===== src/rtl/datapath_ctrl.sv =====
// rtl/datapath_ctrl.sv - instruction register, field decode and Moore FSM for the 16-bit datapath
module datapath_ctrl (
    input  logic        clk,
    input  logic        reset,
    input  logic        s,
    input  logic        load,
    input  logic [15:0] in,
    output logic        w,
    output logic        loada,
    output logic        loadb,
    output logic        loadc,
    output logic        loads,
    output logic        asel,
    output logic        bsel,
    output logic [3:0]  vsel,
    output logic        write,
    output logic [2:0]  readnum,
    output logic [2:0]  writenum,
    output logic [1:0]  ALUop,
    output logic [1:0]  shift,
    output logic [15:0] sximm5,
    output logic [15:0] sximm8
);

    typedef enum logic [2:0] {
        S_WAIT,
        S_DECODE,
        S_WRITE_IMM,
        S_GET_A,
        S_GET_B,
        S_EXEC,
        S_WRITE_REG
    } state_t;

    state_t      state;
    state_t      state_next;
    logic [15:0] ir;

    logic [2:0] opcode;
    logic [1:0] op;
    logic [2:0] rn;
    logic [2:0] rd;
    logic [2:0] rm;

    assign opcode = ir[15:13];
    assign op     = ir[12:11];
    assign rn     = ir[10:8];
    assign rd     = ir[7:5];
    assign rm     = ir[2:0];

    assign shift  = ir[4:3];
    assign sximm5 = {{11{ir[4]}}, ir[4:0]};
    assign sximm8 = {{8{ir[7]}}, ir[7:0]};

    logic is_mov_imm;
    logic is_mov_reg;
    logic is_alu;
    logic is_cmp;
    logic is_mvn;

    assign is_mov_imm = (opcode == 3'b110) && (op == 2'b10);
    assign is_mov_reg = (opcode == 3'b110) && (op == 2'b00);
    assign is_alu     = (opcode == 3'b101);
    assign is_cmp     = is_alu && (op == 2'b01);
    assign is_mvn     = is_alu && (op == 2'b11);

    // IR only changes while idle, so the instruction stays stable for its whole execution.
    always_ff @(posedge clk) begin
        if (reset) begin
            ir <= 16'h0000;
        end else if (load && (state == S_WAIT)) begin
            ir <= in;
        end
    end

    always_ff @(posedge clk) begin
        if (reset) begin
            state <= S_WAIT;
        end else begin
            state <= state_next;
        end
    end

    always_comb begin
        state_next = state;
        w          = 1'b0;
        loada      = 1'b0;
        loadb      = 1'b0;
        loadc      = 1'b0;
        loads      = 1'b0;
        asel       = 1'b0;
        bsel       = 1'b0;
        vsel       = 4'b0000;
        write      = 1'b0;
        readnum    = 3'b000;
        writenum   = 3'b000;
        ALUop      = 2'b00;

        case (state)
            S_WAIT: begin
                w = 1'b1;
                if (s) begin
                    state_next = S_DECODE;
                end
            end
            S_DECODE: begin
                if (is_mov_imm) begin
                    state_next = S_WRITE_IMM;
                end else if (is_mov_reg || is_mvn) begin
                    state_next = S_GET_B;
                end else if (is_alu) begin
                    state_next = S_GET_A;
                end else begin
                    state_next = S_WAIT;
                end
            end
            S_WRITE_IMM: begin
                vsel       = 4'b0010;
                writenum   = rn;
                write      = 1'b1;
                state_next = S_WAIT;
            end
            S_GET_A: begin
                readnum    = rn;
                loada      = 1'b1;
                state_next = S_GET_B;
            end
            S_GET_B: begin
                readnum    = rm;
                loadb      = 1'b1;
                state_next = S_EXEC;
            end
            S_EXEC: begin
                // MOV reg and MVN pass B through the ALU with a zero A operand.
                ALUop = is_alu ? op : 2'b00;
                asel  = is_mov_reg || is_mvn;
                if (is_cmp) begin
                    loads      = 1'b1;
                    state_next = S_WAIT;
                end else begin
                    loadc      = 1'b1;
                    state_next = S_WRITE_REG;
                end
            end
            S_WRITE_REG: begin
                vsel       = 4'b1000;
                writenum   = rd;
                write      = 1'b1;
                state_next = S_WAIT;
            end
            default: begin
                state_next = S_WAIT;
            end
        endcase
    end

endmodule

===== config.mk =====
export PLATFORM = sky130hd
export DESIGN_NAME = datapath_ctrl
export DESIGN_NICKNAME = d
export VERILOG_FILES = /design/src/rtl/datapath_ctrl.sv
export SDC_FILE = /design/constraint.sdc
export NUM_CORES = 1
export LEC_CHECK = 0
export CAP_MARGIN = 20
export CORE_ASPECT_RATIO = 1.2
export CORE_MARGIN = 2
export CORE_UTILIZATION = 40
export CTS_CLUSTER_SIZE = 20
export DETAILED_ROUTE_END_ITERATION = 10
export GPL_ROUTABILITY_DRIVEN = 0
export HOLD_SLACK_MARGIN = 0.12
export PLACE_DENSITY = 0.87
export SYNTH_ARGS = -nofsm -noshare
export SYNTH_HDL_FRONTEND = slang
export SYNTH_SLANG_ARGS = --single-unit

===== constraint.sdc =====
create_clock -name clk -period 3.1 [get_ports clk]
set_input_delay 0.62 -clock clk [delete_from_list [all_inputs] [get_ports clk]]
set_output_delay 0.62 -clock clk [all_outputs]
set_load 0.03 [all_outputs]

==> Word level (Yosys, flattened, before mapping) <==
Index checks and enable logic that the tools add are counted.
{ "totals": {"regBits": 19, "word_cells": 43, "out_inout_bits": 54, "input_bits": 20} }
{ "classes": {"n_mux": 20, "eq_ne": 12, "reduce_logical": 9} }
{ "ops": {"columns": ["operator", "n"], "rows": [
  ["3-bit == test (second input constant)", 5],
  ["3-bit one-hot mux with 5 select lines", 1],
  ["3-bit two-way mux", 4],
  ["3-bit one-hot mux with 2 select lines", 2],
  ["1-bit two-way mux", 9],
  ["4-bit one-hot mux with 2 select lines", 1],
  ["3-bit by 2-bit == test with 1-bit output (second input constant)", 2],
  ["2-bit two-way mux", 3],
  ["1-bit logical AND", 5],
  ["2-bit == test (second input constant)", 2],
  ["3-bit by 1-bit == test with 1-bit output (second input constant)", 1],
  ["3-bit logical NOT", 1],
  ["2-bit by 1-bit == test with 1-bit output (second input constant)", 1],
  ["2-bit logical NOT", 1],
  ["2-bit inequality test (second input constant)", 1],
  ["2-bit OR reduction", 1],
  ["1-bit logical OR", 1]
]} }

==> Logic depth before layout (Yosys ltp) <==
{ "logic_depth": {"depth_word": 6, "depth_mapped": 6, "ltp_nobuf": 3} }

==> Worst setup path before layout <==
Ideal clock, no wire load.
{ "synth_timing": {"path_kind": "reg-to-output", "start": "register state[1]", "end": "output readnum[0]", "stages_incl_launch_ff": 4, "path_buffers": 1, "t_required_ps": 2480, "arrival_time_ps": 1899, "setup_slack_ps": 581, "path_cell_list": "dfxtp_1 clkbuf_1 nor3b_1 a22o_1"} }
{ "synth_between": {"elab_chain_cells": 2, "word_cells_on_any_way": 3, "cone_classes": "eq/ne: 2; mux: 1"} }
{ "synth_rtl": {"columns": ["item", "line", "rtl"], "rows": [
  ["from (decl)", "35", "state_t state;"],
  ["from (signal assigned)", "80", "state <= state_next;"],
  ["3-bit == test / 3-bit by 2-bit == test with 1-bit output (equally long branches)", "99", "case (state)"],
  ["3-bit one-hot mux with 2 select lines (*)", "99", null],
  ["to (decl)", "17", "output logic [2:0] readnum,"]
]} }
Mark *: on every way between the ends. The rest lies on a longest branch, timed or not.

==> Worst setup path in the final report <==
{ "layout_timing": {"start": "register state[2]", "end": "output ALUop[0]"} }
{ "layout_between": {"elab_chain_cells": 2} }
{ "layout_rtl": {"columns": ["item", "line", "rtl"], "rows": [
  ["3-bit == test", "99", null],
  ["2-bit two-way mux", "99", null],
  ["to (decl)", "19", "output logic [1:0] ALUop,"]
]} }
Every way passes these cells.

==> impl_metrics.yaml <==
floorplanning:
  start_util: 0.417
  die_h_um: 65.5
  coreArea_um2: 3030
  boundaryPins: 74
  dieWidth_um: 55.3
  dieArea_um2: 3620
  core.rowCount: 22
finish:
  seqCellArea_um2: 380
  final_layout_size_suffix_gt1_frac: 0.0464
  multiInputGateArea_um2: 536
  areaGrowthSynthToFinish_pct: 35.9
  final_cell_count_no_fill: 230
  layout_common_cells: "clkdlybuf4s50_1 (70), nand2_1 (32), dfxtp_1 (19), a21oi_1 (17), nor2_1 (8)"
  fill_cells: 305
  nNetsFinal: 215
  layout_commonest_cell: "clkdlybuf4s50_1"
  diodes: 0
global_route:
  overflow: 0
  grt_first_pass_wirelength_mm: 4.51
  antenna_found_initial: 0
  grt_pass1_vias: 978
  grt_max_degree: 19
  gr-usage-all-layers: 0.156
timing:
  period_needed_ns: 2.76
  rsz0062_at_grt: "false"
  setup_viol: 0
  fin_skew_ns: 0.00745
  period_share: 0.890
  maxSlewHeadroom: 0.548
  fin_setup_tns_ns: 0
  tightest_slew_ns: 0.677
  fmax_ghz: 0.363
  hold_viol: 0
  slew_violations: 0
clock_tree:
  clk_latency_ns: 0.29
  cts_made_buffers: 3
  cts_resized: 0
  cts_tree: "yes"
  cts_setup_buffers: 0
  clk_path_buf_depth: 2
  cts_root_buffer: "clkbuf_4"
  cts_hold_buf: 0
  cts_max_level: 1
  path_clk_slew_ns: 0.11
  clock-sinks: 19
placed_design:
  dp_cells: 226
  hpwl_mm: 2.10
  portBuffers: 70
routing:
  antenna_left: 0
  post_drt_via_cell_ratio: 4.77
  drt_iter0_markers: 19
  num_vias: 1098
  drc: 0
  firstDrtPassIters: 4
  wl_per_cell_um: 12.0
  wirelength_mm: 2.77
power_and_ir_drop:
  peakVddDrop_mv: 0.199
  p_leak_uw: 0.000614
  p_per_area_nw_per_um2: 344
worst_setup_path:
  reg2reg_from: "state[2]$_SDFFE_PP0P_"
  r2r-end: "ir[3]$_SDFFE_PP0P_"
  worst-path-max-fanout: 10
  reg2reg_slack_ns: 1.50
  required_ns: 2.48
  r2r_cells: 4
  critical_path_arrival_ns: 2.14
  cp-end-kind: "output port"
  crit_path_start_kind: "flop"
  crit_type: "reg2out"
worst_hold_path:
  holdPathEnd: "ir[9]$_SDFFE_PP0P_"
  hold_start: "ir[9]$_SDFFE_PP0P_"
  worst_hold_path_type: "reg2reg"
  min_path_cells: 2
yosys:
  synth_edf_count: 0
  ys.flop_type: "dfxtp_1"
  ys_ff_latch: 19
  ys_types: 33
  syn_area_um2: 1260
  yosys_warnings: 0
  avgSynthCellArea_um2: 7.79
  ys_seq_area_frac: 0.302
  async_reset_ff_frac: 0
  synthCells: 162
run:
  maxCapViolations: 0
run_status:
  status: "finished clean"
-- routing by layer --
metal  GRT usage  vias up  share of wire  wire length (um)
met2       0.256       47           0.46              1280
met1       0.181      493           0.43              1200
met3      0.0551        2          0.098               271
li1            -      556              -                 -
met4      0.0701        0         0.0054                15
met5           0        -              0                 0
-- metrics by stage --
step	hold slack (ns)	total power, uW	util	cell area [um^2]	setup slack [ns]
3_3_place_gp	0.470	473	0.557	1690	0.688
6_report	0.488	591	0.566	1710	0.341
5_1_grt	0.511	629	0.566	1710	0.155
3_5_place_dp	0.475	476	0.557	1690	0.654
4_1_cts	0.491	601	0.566	1710	0.320
2_1_floorplan	0.448	431	-	1270	0.581
-- state kept, by name (all words and copies together) (netlist names) --
signal,cells
ir,16
state,3
-- worst max-delay path by stage --
stage                           from          to  slack (ns)
2_1_floorplan  state[1]$_SDFFE_PP0P_  readnum[0]        0.58
3_3_place_gp   state[2]$_SDFFE_PP0P_  readnum[1]        0.69
3_5_place_dp   state[2]$_SDFFE_PP0P_    ALUop[0]        0.65
4_1_cts        state[2]$_SDFFE_PP0P_    ALUop[0]        0.32
5_1_grt        state[2]$_SDFFE_PP0P_    ALUop[0]        0.15
6_report       state[2]$_SDFFE_PP0P_    ALUop[0]        0.34
-- where the power goes --
part,switching (uW),internal [uW],total (uW)
combinational,103,85.6,189
clock,71.6,50.0,122
sequential,21.4,259,280
-- logic make-up (layout without fill, tap and decap cells) --
| group | Yosys count | in the layout | share of synthesized area |
|---|---|---|---|
| buf+inv | 49 | 79 | 0.280 |
| simple gates | 60 | 60 | 0.245 |
| flops | 19 | 19 | 0.302 |
| mux | 3 | 3 | 0.0238 |
| other cells | 1 | 3 | 0.00297 |
| compound gates | 30 | 30 | 0.147 |
-- synth_stat cells (all sizes together) (2+ instances only) --
| cell | n | area (um^2) |
|---|---|---|
| buf | 43 | 330 |
| nand2 | 34 | 133 |
| dfxtp | 19 | 380 |
| a21oi | 17 | 85.1 |
| nor2 | 8 | 30.0 |
| a22o | 3 | 26.3 |
| and2 | 3 | 18.8 |
| clkbuf | 3 | 11.3 |
| inv | 3 | 11.3 |
| mux2i | 3 | 30.0 |
| nand2b | 3 | 18.8 |
| nor3 | 3 | 15.0 |
| a211oi | 2 | 15.0 |
| nand3b | 2 | 15.0 |
| nor4b | 2 | 32.5 |
| o21ai | 2 | 10.0 |
| o21bai | 2 | 15.0 |
-- final cells by class --
| cell class | instances | share of cell area |
|---|---|---|
| clock buffer | 4 | 0.0153 |
| tap | 36 | 0.0263 |
| sequential | 19 | 0.222 |
| inverter | 3 | 0.00657 |
| multi-input combinational | 96 | 0.312 |
| timing repair buffer | 72 | 0.418 |
-- critical path, cell delays in order (launching register included) --
cell and delay [ns]:
dfxtp_1 0.51, buf_4 0.24, nand3b_1 0.14, nor2_1 0.15, and2_1 0.13, clkdlybuf4s50_1 0.66
Power figures use the tool's default switching activity.
